`config.mk`:
```
export PLATFORM = sky130hd
export DESIGN_NAME = keypad_key_fifo
export DESIGN_NICKNAME = d
export VERILOG_FILES = /design/src/rtl/keypad_key_fifo_pkg.sv /design/src/rtl/keypad_key_fifo_event_fifo.sv /design/src/rtl/keypad_key_fifo.sv
export SDC_FILE = /design/constraint.sdc
export NUM_CORES = 1
export LEC_CHECK = 0
export BUFFER_PORTS_ARGS = -buffer_cell sky130_fd_sc_hd__buf_4
export CAP_MARGIN = 25
export CORE_MARGIN = 2
export CORE_UTILIZATION = 50
export DETAILED_ROUTE_END_ITERATION = 8
export PLACE_DENSITY = 0.73
export SETUP_SLACK_MARGIN = 0.05
export SLEW_MARGIN = 20
export SYNTH_ARGS = -nofsm -noshare
export SYNTH_HDL_FRONTEND = slang
export SYNTH_SLANG_ARGS = --single-unit
```
`constraint.sdc`:
```
create_clock -name Clock -period 7.5 [get_ports Clock]
set_clock_uncertainty 0.15 [all_clocks]
set_input_delay 2.25 -clock Clock [delete_from_list [all_inputs] [get_ports Clock]]
set_output_delay 2.25 -clock Clock [all_outputs]
set_load 0.005 [all_outputs]
```
`src/rtl/keypad_key_fifo_pkg.sv`:
```
// Shared types and field positions for the keypad key-event path.
package keypad_pkg;

   typedef enum logic [1:0] {
      IDLE,
      PRESS_WAIT,
      HELD,
      RELEASE_WAIT
   } kp_state_e;

   localparam int KD_FLAG_BIT = 7;
   localparam int KD_CODE_MSB = 3;
   localparam int KD_CODE_LSB = 0;

endpackage

```
`src/rtl/keypad_key_fifo_event_fifo.sv`:
```
// Circular buffer of 4-bit key events; a pop in the same cycle frees a slot for a push.
module key_event_fifo #(
   parameter int FIFO_DEPTH = 4
) (
   input  logic                              clk_i,
   input  logic                              rst_i,
   input  logic                              push_i,
   input  logic [3:0]                        push_data_i,
   input  logic                              pop_i,
   output logic [3:0]                        head_o,
   output logic [$clog2(FIFO_DEPTH+1)-1:0]   count_o,
   output logic                              full_o,
   output logic                              push_accepted_o
);

   localparam int PW = $clog2(FIFO_DEPTH);
   localparam int CW = $clog2(FIFO_DEPTH + 1);

   logic [3:0]    mem_q [FIFO_DEPTH];
   logic [PW-1:0] wr_ptr_q;
   logic [PW-1:0] rd_ptr_q;
   logic [CW-1:0] count_q;
   logic          do_pop;
   logic          do_push;

   assign full_o  = (count_q == CW'(FIFO_DEPTH));
   assign do_pop  = pop_i && (count_q != '0);
   assign do_push = push_i && (!full_o || do_pop);

   assign head_o          = mem_q[rd_ptr_q];
   assign count_o         = count_q;
   assign push_accepted_o = do_push;

   // Depth is a power of two, so the pointers wrap by plain overflow.
   always_ff @(posedge clk_i) begin
      if (rst_i) begin
         for (int i = 0; i < FIFO_DEPTH; i++) begin
            mem_q[i] <= 4'h0;
         end
         wr_ptr_q <= '0;
         rd_ptr_q <= '0;
         count_q  <= '0;
      end else begin
         if (do_push) begin
            mem_q[wr_ptr_q] <= push_data_i;
            wr_ptr_q        <= wr_ptr_q + PW'(1);
         end
         if (do_pop) begin
            rd_ptr_q <= rd_ptr_q + PW'(1);
         end
         case ({do_push, do_pop})
            2'b10:   count_q <= count_q + CW'(1);
            2'b01:   count_q <= count_q - CW'(1);
            default: count_q <= count_q;
         endcase
      end
   end

endmodule

```
`src/rtl/keypad_key_fifo.sv`:
```
// Debounces scanner key-down words into single key events and queues them for the CPU.
// Optional KEYPAD_DISPLAY_ACCUM_EN builds a 4-digit shift register of accepted codes.
module keypad_key_fifo
   import keypad_pkg::*;
#(
   parameter int DEBOUNCE_CYCLES = 4,
   parameter int FIFO_DEPTH      = 4
) (
   input  logic                              Clock,
   input  logic                              Reset,
   input  logic [7:0]                        KeypadData,
   output logic                              KeyValid,
   output logic [3:0]                        KeyCode,
   input  logic                              KeyReady,
   output logic [$clog2(FIFO_DEPTH+1)-1:0]   FifoCount,
   output logic                              Overflow,
   input  logic                              ClearOverflow,
   output logic [15:0]                       DisplayValue
);

   localparam logic [8:0] DB = 9'(DEBOUNCE_CYCLES);

   logic [7:0] sample_q;
   kp_state_e  state_q;
   logic [3:0] cand_q;
   logic [7:0] cnt_q;
   logic       push_q;
   logic       overflow_q;
   logic       flag;
   logic [3:0] code;
   logic [8:0] cnt_inc;
   logic       push_accepted;
   logic       fifo_full;
   logic       unused_sample_bits;

   assign flag               = sample_q[KD_FLAG_BIT];
   assign code               = sample_q[KD_CODE_MSB:KD_CODE_LSB];
   assign cnt_inc            = {1'b0, cnt_q} + 9'd1;
   assign unused_sample_bits = ^{sample_q[6:4], fifo_full};

   // push_q is a registered strobe: the FIFO write lands one edge after the count completes.
   always_ff @(posedge Clock) begin
      if (Reset) begin
         sample_q <= 8'h00;
         state_q  <= IDLE;
         cand_q   <= 4'h0;
         cnt_q    <= 8'd0;
         push_q   <= 1'b0;
      end else begin
         sample_q <= KeypadData;
         push_q   <= 1'b0;
         case (state_q)
            IDLE: begin
               if (flag) begin
                  state_q <= PRESS_WAIT;
                  cand_q  <= code;
                  cnt_q   <= 8'd1;
               end
            end
            PRESS_WAIT: begin
               if (!flag) begin
                  state_q <= IDLE;
               end else if (code != cand_q) begin
                  cand_q <= code;
                  cnt_q  <= 8'd1;
               end else if (cnt_inc >= DB) begin
                  push_q  <= 1'b1;
                  state_q <= HELD;
               end else begin
                  cnt_q <= cnt_inc[7:0];
               end
            end
            HELD: begin
               if (!flag) begin
                  state_q <= RELEASE_WAIT;
                  cnt_q   <= 8'd1;
               end
            end
            RELEASE_WAIT: begin
               if (flag) begin
                  state_q <= HELD;
               end else if (cnt_inc >= DB) begin
                  state_q <= IDLE;
               end else begin
                  cnt_q <= cnt_inc[7:0];
               end
            end
            default: state_q <= IDLE;
         endcase
      end
   end

   key_event_fifo #(
      .FIFO_DEPTH (FIFO_DEPTH)
   ) u_fifo (
      .clk_i           (Clock),
      .rst_i           (Reset),
      .push_i          (push_q),
      .push_data_i     (cand_q),
      .pop_i           (KeyReady),
      .head_o          (KeyCode),
      .count_o         (FifoCount),
      .full_o          (fifo_full),
      .push_accepted_o (push_accepted)
   );

   assign KeyValid = (FifoCount != '0);

   // A new drop outranks a clear arriving in the same cycle.
   always_ff @(posedge Clock) begin
      if (Reset) begin
         overflow_q <= 1'b0;
      end else if (push_q && !push_accepted) begin
         overflow_q <= 1'b1;
      end else if (ClearOverflow) begin
         overflow_q <= 1'b0;
      end
   end

   assign Overflow = overflow_q;

`ifdef KEYPAD_DISPLAY_ACCUM_EN
   logic [15:0] disp_q;

   always_ff @(posedge Clock) begin
      if (Reset) begin
         disp_q <= 16'h0000;
      end else if (push_accepted) begin
         disp_q <= {disp_q[11:0], cand_q};
      end
   end

   assign DisplayValue = disp_q;
`else
   assign DisplayValue = 16'h0000;
`endif

endmodule
```
**Word level (Yosys, flattened, before mapping)**

Memories as Yosys holds them, arrays and structs flattened. A register that Yosys moved wholly into a read port is not among the register bits.
Cells that the tools add are included.

- Reduce and logical (&&, ||, !) cells: 16
- Multiplexer cells: 33
- Bitwise gates (word level): 2
- $lt $le $gt $ge: 1
- Equal/unequal tests: 15
- $add $sub $neg: 5

Operator list:

| kind | count |
|---|---|
| 8-bit 2-to-1 mux | 6 |
| 8-bit case mux with 4 select lines | 1 |
| 2-bit 2-to-1 mux | 10 |
| 4-bit 2-to-1 mux | 4 |
| 2-bit inequality test (second input constant) | 5 |
| 8-bit by 1-bit adder with 9-bit output (second input constant) | 1 |
| 9-bit by 3-bit >= comparator with 1-bit output (second input constant) | 1 |
| 1-bit 2-to-1 mux | 9 |
| 3-bit inequality test (second input constant) | 3 |
| 2-bit case mux with 4 select lines | 1 |
| 4-bit case mux with 2 select lines | 1 |
| 4-bit AND reduction | 2 |
| 4-bit OR reduction | 2 |
| 2-bit equality test (second input constant) | 3 |
| 3-bit case mux with 2 select lines | 1 |
| 2-bit nonzero test | 3 |
| 5-bit AND reduction | 1 |
| 2-bit by 1-bit adder with 2-bit output (second input constant) | 2 |
| 2-bit by 1-bit equality test with 1-bit output (second input constant) | 2 |
| 4-bit inequality test | 1 |
| 3-bit by 1-bit adder with 3-bit output (second input constant) | 1 |
| 3-bit equality test (second input constant) | 1 |
| 1-bit logical AND | 3 |
| 3-bit nonzero test | 1 |
| other kinds (5) | 7 |

- RAM bits: 16
- Input bits: 12
- Memories: 1
- Word-level logic and storage cells: 82
- Output and inout bits: 25
- Bits in registers: 31

Memory list:

| name | words | bits a word | read ports | clocked after memory_dff | write ports | line | text |
|---|---|---|---|---|---|---|---|
| u_fifo.mem_q | 4 | 4 | 1 | 1 | 4 | keypad_key_fifo_event_fifo.sv:19 | `logic [3:0] mem_q [FIFO_DEPTH];` |

**Longest topological paths before layout**

Gate-level depths: netlist of run 1.

- Depth in word-level cells: 9
- Mapped depth: 9
- Depth with buffers taken out: 9

**Cells and area by module**

From an unflattened synthesis of run 1, not the netlist that was laid out.

- Cell total of the unflattened synthesis: 219
- Area, all modules: 2316.0 um^2

By module, submodules not included:

| module | area each (um^2) | cells an instance | instances |
|---|---|---|---|
| key_event_fifo | 1226.2 | 102 | 1 |
| keypad_key_fifo | 1089.8 | 117 | 1 |

**Worst setup path before layout of run 1**

OpenSTA, ideal clock, no wires.

- Path kind: input-to-reg
- Start: in KeyReady
- End: reg u_fifo.count_q[2], in the netlist u_fifo.count_o[2]
- Cell stages on the path: 9
- Data arrival time: 3.884 ns
- Slack: 3.396 ns
- Cells stage by stage: nor4b_2 nor2b_1 inv_1 ha_1 inv_1 fa_1 xor2_1 or3_1 a21oi_1

- Longest elaborated chain between the ends: 5
- Elaborated cells between the ends (all ways): 7
- Classes of those cells: 2 x eq/ne; 1 x mux; 4 x reduce/logical

RTL lines:

| what | line | text |
|---|---|---|
| start: declaration | keypad_key_fifo.sv:14 | `input logic KeyReady,` |
| 1-bit logical AND * | keypad_key_fifo_event_fifo.sv:27 | `assign do_pop = pop_i && (count_q != '0);` |
| 1-bit logical OR | keypad_key_fifo_event_fifo.sv:28 | `assign do_push = push_i && (!full_o \|\| do_pop);` |
| 1-bit logical AND | keypad_key_fifo_event_fifo.sv:28 |  |
| 2-bit by 1-bit equality test with 1-bit output / 2-bit equality test (equally long branches) | keypad_key_fifo_event_fifo.sv:51 | `case ({do_push, do_pop})` |
| 3-bit case mux with 2 select lines / 2-bit nonzero test (equally long branches) | n/a |  |
| end signal: assignment | keypad_key_fifo_event_fifo.sv:52 | `2'b10: count_q <= count_q + CW'(1);` |
| end signal: assignment | keypad_key_fifo_event_fifo.sv:53 | `2'b01: count_q <= count_q - CW'(1);` |
| end signal: assignment | keypad_key_fifo_event_fifo.sv:54 | `default: count_q <= count_q;` |
| end: declaration | keypad_key_fifo_event_fifo.sv:22 | `logic [CW-1:0] count_q;` |

Every way passes the cells marked *; elsewhere a longest branch is shown, timed or not.
A chain may end at the register's enable or synchronous reset.

**Final worst setup path of run 1**

Same ends and word-level chain as after synthesis.

==> results of run 1 <==
==> cell usage after synthesis (all sizes together) <==
| master | instances |
|---|---|
| nand2b | 2 |
| conb | 1 |
| o2bb2ai | 1 |
| or3 | 2 |
| and3 | 1 |
| o221a | 1 |
| o21ai | 4 |
| a211oi | 1 |
| nor2 | 26 |
| mux2i | 5 |
| nand3 | 2 |
| nor4 | 1 |
| ha | 3 |
| fa | 1 |
| a221oi | 1 |
| xor2 | 6 |
| dfxtp | 30 |
| mux4 | 4 |
| buf | 17 |
| nor2b | 9 |
| or2 | 1 |
| nor3b | 1 |
| a22oi | 1 |
| a21oi | 5 |
| nor3 | 3 |
| and2 | 10 |
| inv | 11 |
| clkbuf | 3 |
| nor4b | 1 |
| xnor2 | 6 |
| edfxtp | 16 |
| nand2 | 11 |
==> worst max-delay path: stages <==
cell and delay [ns]:
buf_4 0.11, nor4b_2 0.26, nor2b_1 0.13, inv_1 0.16
ha_1 0.20, inv_1 0.06, fa_1 0.38, xor2_1 0.16
or3_1 0.31, a21oi_1 0.13
==> cell type report <==
| type | instances | area [um^2] | area share, % |
|---|---|---|---|
| repair buffers | 17 | 128 | 5.60 |
| well taps | 50 | 62.6 | 2.74 |
| multi-input cells | 125 | 855 | 37.5 |
| inverters | 11 | 41.3 | 1.81 |
| clock inverters | 3 | 45.0 | 1.97 |
| flip-flops and latches | 46 | 1080 | 47.4 |
| clock buffers | 5 | 68.8 | 3.02 |
==> routing by layer <==
metal	up-vias	wire (um)	global-route usage [%]
li1	626	-	-
met1	585	1340	17.7
met2	26	1550	26.1
met3	4	140	4.93
met4	0	36	6.75
met5	-	0	0
==> cell usage in the layout (no fill, tap or decap), types with 2 or more instances in the layout <==
| master | instances |
|---|---|
| dfxtp_1 | 30 |
| nor2_1 | 26 |
| buf_4 | 17 |
| conb_1 | 16 |
| edfxtp_1 | 16 |
| inv_1 | 11 |
| nand2_1 | 11 |
| nor2b_1 | 9 |
| xnor2_1 | 6 |
| xor2_1 | 6 |
| and2_2 | 6 |
| mux2i_1 | 5 |
| a21oi_1 | 5 |
| clkbuf_8 | 5 |
| and2_1 | 4 |
| mux4_2 | 4 |
| o21ai_0 | 4 |
| ha_1 | 3 |
| or3_1 | 2 |
| nand2b_1 | 2 |
| nor3_1 | 2 |
| clkinvlp_4 | 2 |
==> report_power, final <==
group	internal [mW]	switching [mW]
Clock	0.0990	0.0832
Sequential	0.263	0.00412
Combinational	0.0109	0.0125
==> flip-flops by register name, summed over array words and instances, names as in the netlist, named ones only <==
name / cells
u_fifo.mem_q: 16
u_fifo.count_o: 3
state_q: 1
u_fifo.rd_ptr_q: 2
cand_q: 4
push_q: 1
u_fifo.wr_ptr_q: 2
sample_q: 5
cnt_q: 8
Overflow: 1
==> final timing paths <==
| path | from | endpoint | slack, ns | depth (start not counted) |
|---|---|---|---|---|
| max reg2reg | u_fifo.count_o[0]$_SDFFE_PP0P_ | u_fifo.count_o[2]$_SDFFE_PP0P_ | 5.05 | 9 |
| min | cnt_q[7]$_SDFFE_PP0P_ | cnt_q[7]$_SDFFE_PP0P_ | 0.33 | 1 |
| max | KeyReady | u_fifo.count_o[2]$_SDFFE_PP0P_ | 3.42 | 10 |
| min reg2reg | cnt_q[7]$_SDFFE_PP0P_ | cnt_q[7]$_SDFFE_PP0P_ | 0.33 | 1 |
==> stage by stage <==
stage | power [mW] | area (um^2) | hold slack (ns)
2_1_floorplan | 0.295 | 2110 | 0.295
5_1_grt | 0.492 | 2280 | 0.353
3_5_place_dp | 0.297 | 2170 | 0.308
6_report | 0.473 | 2280 | 0.332
4_1_cts | 0.478 | 2280 | 0.336
3_3_place_gp | 0.296 | 2170 | 0.307
==> cells by family (layout without fill, tap and decap cells) <==
group | Yosys count | after routing | synth area share, %
simple gates | 70 | 70 | 18.1
flops | 46 | 46 | 52.6
buf+inv | 31 | 36 | 8.64
compound gates | 14 | 14 | 5.78
xor+xnor | 12 | 12 | 5.11
mux | 9 | 9 | 6.81
fa+ha+maj | 4 | 4 | 2.80
other cells | 1 | 16 | 0.182
==> out/metrics.yaml, run 1 <==
die_area_um2: 4640
portBuffers: 17
worstSetupEndpointType: "register"
root_buffer: "clkbuf_8"
synthCells: 187
fmax_ghz: 0.245
grt_pass1_vias: 1107
clk_latency_ns: 0.30
place_hpwl_um: 2310
post-place-ws_ns: 3.09
ys_seq_elements: 46
crit_type: "primary input to register"
cts_max_path_buffers: 2
yosys_warnings: 0
grt_max_degree: 26
start_util_pct: 51.8
hold_viol: 0
p_leak_nw: 0.911
rsz0062_at_grt: "false"
synth_area_um2: 2060
synth_area_per_cell_um2: 11.0
core_um2: 3970
grt_overflow_total: 0
postRouteAntennaNets: 0
drive_gt1_share_pct: 20.8
status: "complete, no violations"
via_count: 1241
slew_headroom_pct: 50.6
track_usage_pct: 15.4
drc: 0
cp_max_fo: 5
antenna_found_initial: 0
drt_wl_total_um: 3070
areaGrowthSynthToFinish_pct: 10.9
fp.dieW_um: 68.1
clk_pin_slew_ns: 0.08
synth_top_area_share_pct: 29.2
vdd.ir_drop.worst_mv: 0.132
worst_ep_required_time_ns: 7.59
hp-class: "register to register"
power_per_cell_area_nw_per_um2: 207
antenna_cells: 0
stdcell_count: 257
place_congestion: 0.754
arrival_ns: 4.16
num_rows: 23
synth_cell_type_count: 36
wl_per_cell_um: 12.0
ctsResizeCount: 0
fillers: 345
cts-buffers-inserted: 5
via_per_inst: 4.83
drt_iter0_drc: 41
die_h_um: 68.1
tns_ns: 0
worst_pin_slew_ns: 0.740
maxSlewViolCount: 0
dr.pass1.iters: 4
cts_tree: "built"
ys_top_cells_by_area: "dfxtp_1, edfxtp_1, buf_4, nor2_1, mux4_2"
grt_pass1_wl_um: 5080
cts_setup_buffers: 0
cts_max_level: 2
cts_hold_buffers: 0
ioPinCount: 37
setup_ws_ns: 3.42
seq_area_frac_synth_pct: 52.6
yosysTopAreaCell: "dfxtp_1"
fin_crit_sh_pct: 54.3
dp.cells: 249
post-route-util_pct: 57.4
drv_cap: 0
setup_viol: 0
fin_crit_ns: 4.08
fin_nets: 222
start_kind: "primary input"
clock-sinks: 46
Note: power is estimated with default switching activity, not from simulation.
==> run 2: changes to the inputs <==
==> constraint.sdc (replaced) <==
create_clock -name Clock -period 4.1 [get_ports Clock]
set_clock_uncertainty 0.15 [all_clocks]
set_input_delay 1.23 -clock Clock [delete_from_list [all_inputs] [get_ports Clock]]
set_output_delay 1.23 -clock Clock [all_outputs]
set_load 0.005 [all_outputs]
==> run 2 against run 1 <==
Effect of this change: largest cell class unchanged; combinational power up 82%; first-iteration DRC count shrank 37%; hold slack worse by 0.0097 ns; sequential cell count unchanged; global-route usage decreased by 0.64 points; die area is the same; core utilization is 0.82 points lower; cell area fell by 1.4%; clock-buffer cell count grew 1; final cell count unchanged; critical path type unchanged; routed wire length is 1.0% lower.
==> out/metrics.yaml, run 2 (same netlist as run 1, synthesis figures left out) <==
status: "complete, no violations"  # unchanged
worstSetupEndpointType: "register"  # unchanged
drt_wl_total_um: 3040  # was 3070 um
r2r-start: "u_fifo.count_o[0]$_SDFFE_PP0P_"  # unchanged
postRouteAntennaNets: 0  # unchanged
root_buffer: "clkbuf_8"  # unchanged
core_um2: 3970  # unchanged
fin_nets: 222  # unchanged
place_area_um2: 2170  # unchanged
cts_setup_buffers: 0  # unchanged
cpMaxStageDelayCell: "fa_1"  # unchanged
place_hpwl_um: 2310  # about the same
power_per_cell_area_nw_per_um2: 351  # was 207 nW/um^2
min_from: "cnt_q[6]$_SDFFE_PP0P_"  # was cnt_q[7]$_SDFFE_PP0P_
vdd.ir_drop.worst_mv: 0.208  # was 0.132 mV
post-route-util_pct: 56.6  # was 57.4%
start_util_pct: 51.8  # unchanged
cts_hold_buffers: 0  # unchanged
via_count: 1235  # was 1,241
maxSlewViolCount: 0  # unchanged
fin_crit_sh_pct: 74.1
layout_commonest_cell: "dfxtp_1"  # unchanged
grt_pass1_vias: 1087  # was 1,107
max_stage_delay_ns: 0.38  # about the same
place_congestion: 0.740  # was 0.754
ctsResizeCount: 0  # unchanged
die_h_um: 68.1  # unchanged
cts_max_path_buffers: 2  # unchanged
stdcell_area_um2: 2250  # was 2280 um^2
mostFrequentLayoutCells: "dfxtp_1, nor2_1, buf_4"  # unchanged
fin_crit_ns: 3.04
fp.dieW_um: 68.1  # unchanged
die_area_um2: 4640  # unchanged
hold_viol: 0  # unchanged
drt_iter0_drc: 26  # was 41
via_per_inst: 4.81  # was 4.83
num_rows: 23  # unchanged
largest_register_ffs: 16  # unchanged
p_leak_nw: 0.903  # was 0.911 nW
p_total_mw: 0.789  # was 0.473 mW
setup_viol: 0  # unchanged
hp-class: "register to register"  # unchanged
tns_ns: 0  # unchanged
critical_path.most_common_cell: "inv_1"  # unchanged
ioPinCount: 37  # unchanged
start_kind: "primary input"  # unchanged
cts_tree: "built"  # unchanged
grt_overflow_total: 0  # unchanged
dr.pass1.iters: 4  # unchanged
regMostFlops: "u_fifo.mem_q"  # unchanged
worst_pin_slew_ns: 0.769  # was 0.740 ns
crit_type: "primary input to register"  # unchanged
drc: 0  # unchanged
arrival_ns: 3.12  # was 4.16 ns
portBuffers: 17  # unchanged
antenna_found_initial: 0  # unchanged
crit_chain: "buf_4, nor4b_2, nor2b_1, inv_1, ha_1, inv_1, fa_1, xor2_1, or3_1, a21oi_1"  # unchanged
track_usage_pct: 14.7  # was 15.4%
rsz0062_at_grt: "false"  # unchanged
cts-buffers-inserted: 5  # unchanged
slew_headroom_pct: 48.6  # was 50.6%
clk_latency_ns: 0.29  # was 0.30 ns
clock-sinks: 46  # unchanged
reg_top3: "u_fifo.mem_q: 16 flops, cnt_q: 8 flops, sample_q: 5 flops"  # unchanged
drive_gt1_share_pct: 19.8  # was 20.8%
grt_pass1_wl_um: 4850  # was 5080 um
areaGrowthSynthToFinish_pct: 9.31  # was 10.9%
cp_max_fo: 5  # unchanged
grt_max_degree: 26  # unchanged
wl_per_cell_um: 11.8  # was 12.0 um
crit_start: "KeyReady"  # unchanged
fmax_ghz: 0.329
antenna_cells: 0  # unchanged
cts_max_level: 2  # unchanged
drv_cap: 0  # unchanged
worst_ep_required_time_ns: 4.18  # was 7.59 ns
clk_pin_slew_ns: 0.08  # about the same
run 2: cell count changes in the layout (fill, tap and decap cells not counted):
cell / before / now
bufinv_16: 1 / 0
clkbuf_1: 0 / 1
clkinv_1: 0 / 1
clkinv_2: 0 / 1
clkinvlp_4: 2 / 0
run 2: area by class of cell:
| class | instances | area (um^2) |
|---|---|---|
| Clock buffer | 6 | 72.6 |
| Clock inverter | 2 | 8.76 |
| Inverter | 11 | 41.3 |
| Tap cell | 50 | 62.6 |
| Multi-Input combinational cell | 125 | 855 |
| Fill cell | 362 | 1720 |
| Timing Repair Buffer | 17 | 128 |
| Sequential cell | 46 | 1080 |
run 2: worst paths after layout:
kind	to	slack [ns]	depth (start not counted)
worst max-delay path	u_fifo.count_o[2]$_SDFFE_PP0P_	1.06	10
worst min-delay path	cnt_q[6]$_SDFFE_PP0P_	0.32	1
worst min register to register	cnt_q[6]$_SDFFE_PP0P_	0.32	1
worst max register to register	u_fifo.count_o[2]$_SDFFE_PP0P_	1.68	9
run 2: power by group:
group,switching (mW),internal (mW)
clock,0.140,0.117
combinational,0.0227,0.0200
sequential,0.00760,0.481
run 2: stage by stage:
| step | cells | hold WS (ns) | worst slack, ns |
|---|---|---|---|
| final | 257 | 0.323 | 1.06 |
| after global routing | 257 | 0.338 | 0.881 |
| after CTS | 257 | 0.327 | 1.07 |
| after detailed placement | 249 | 0.310 | 0.743 |
| after global placement | 249 | 0.306 | 0.791 |
| after floorplan | 202 | 0.295 | 1.02 |
run 2: critical path: cells and delay by family:
| kind | cells | cell delay (ns) |
|---|---|---|
| simple gates | 3 | 0.68 |
| xor+xnor | 1 | 0.17 |
| compound gates | 1 | 0.14 |
| fa+ha+maj | 2 | 0.58 |
| buf+inv | 3 | 0.32 |
run 2: per-layer routing:
metal  part of all wire [%]  vias to the layer above  global-route usage (%)
met4                    2.2                        0                    7.75
met3                    4.6                        6                    4.93
met5                      0                        -                       0
met1                     43                      578                    16.9
met2                     50                       25                    24.3
li1                       -                      626                       -
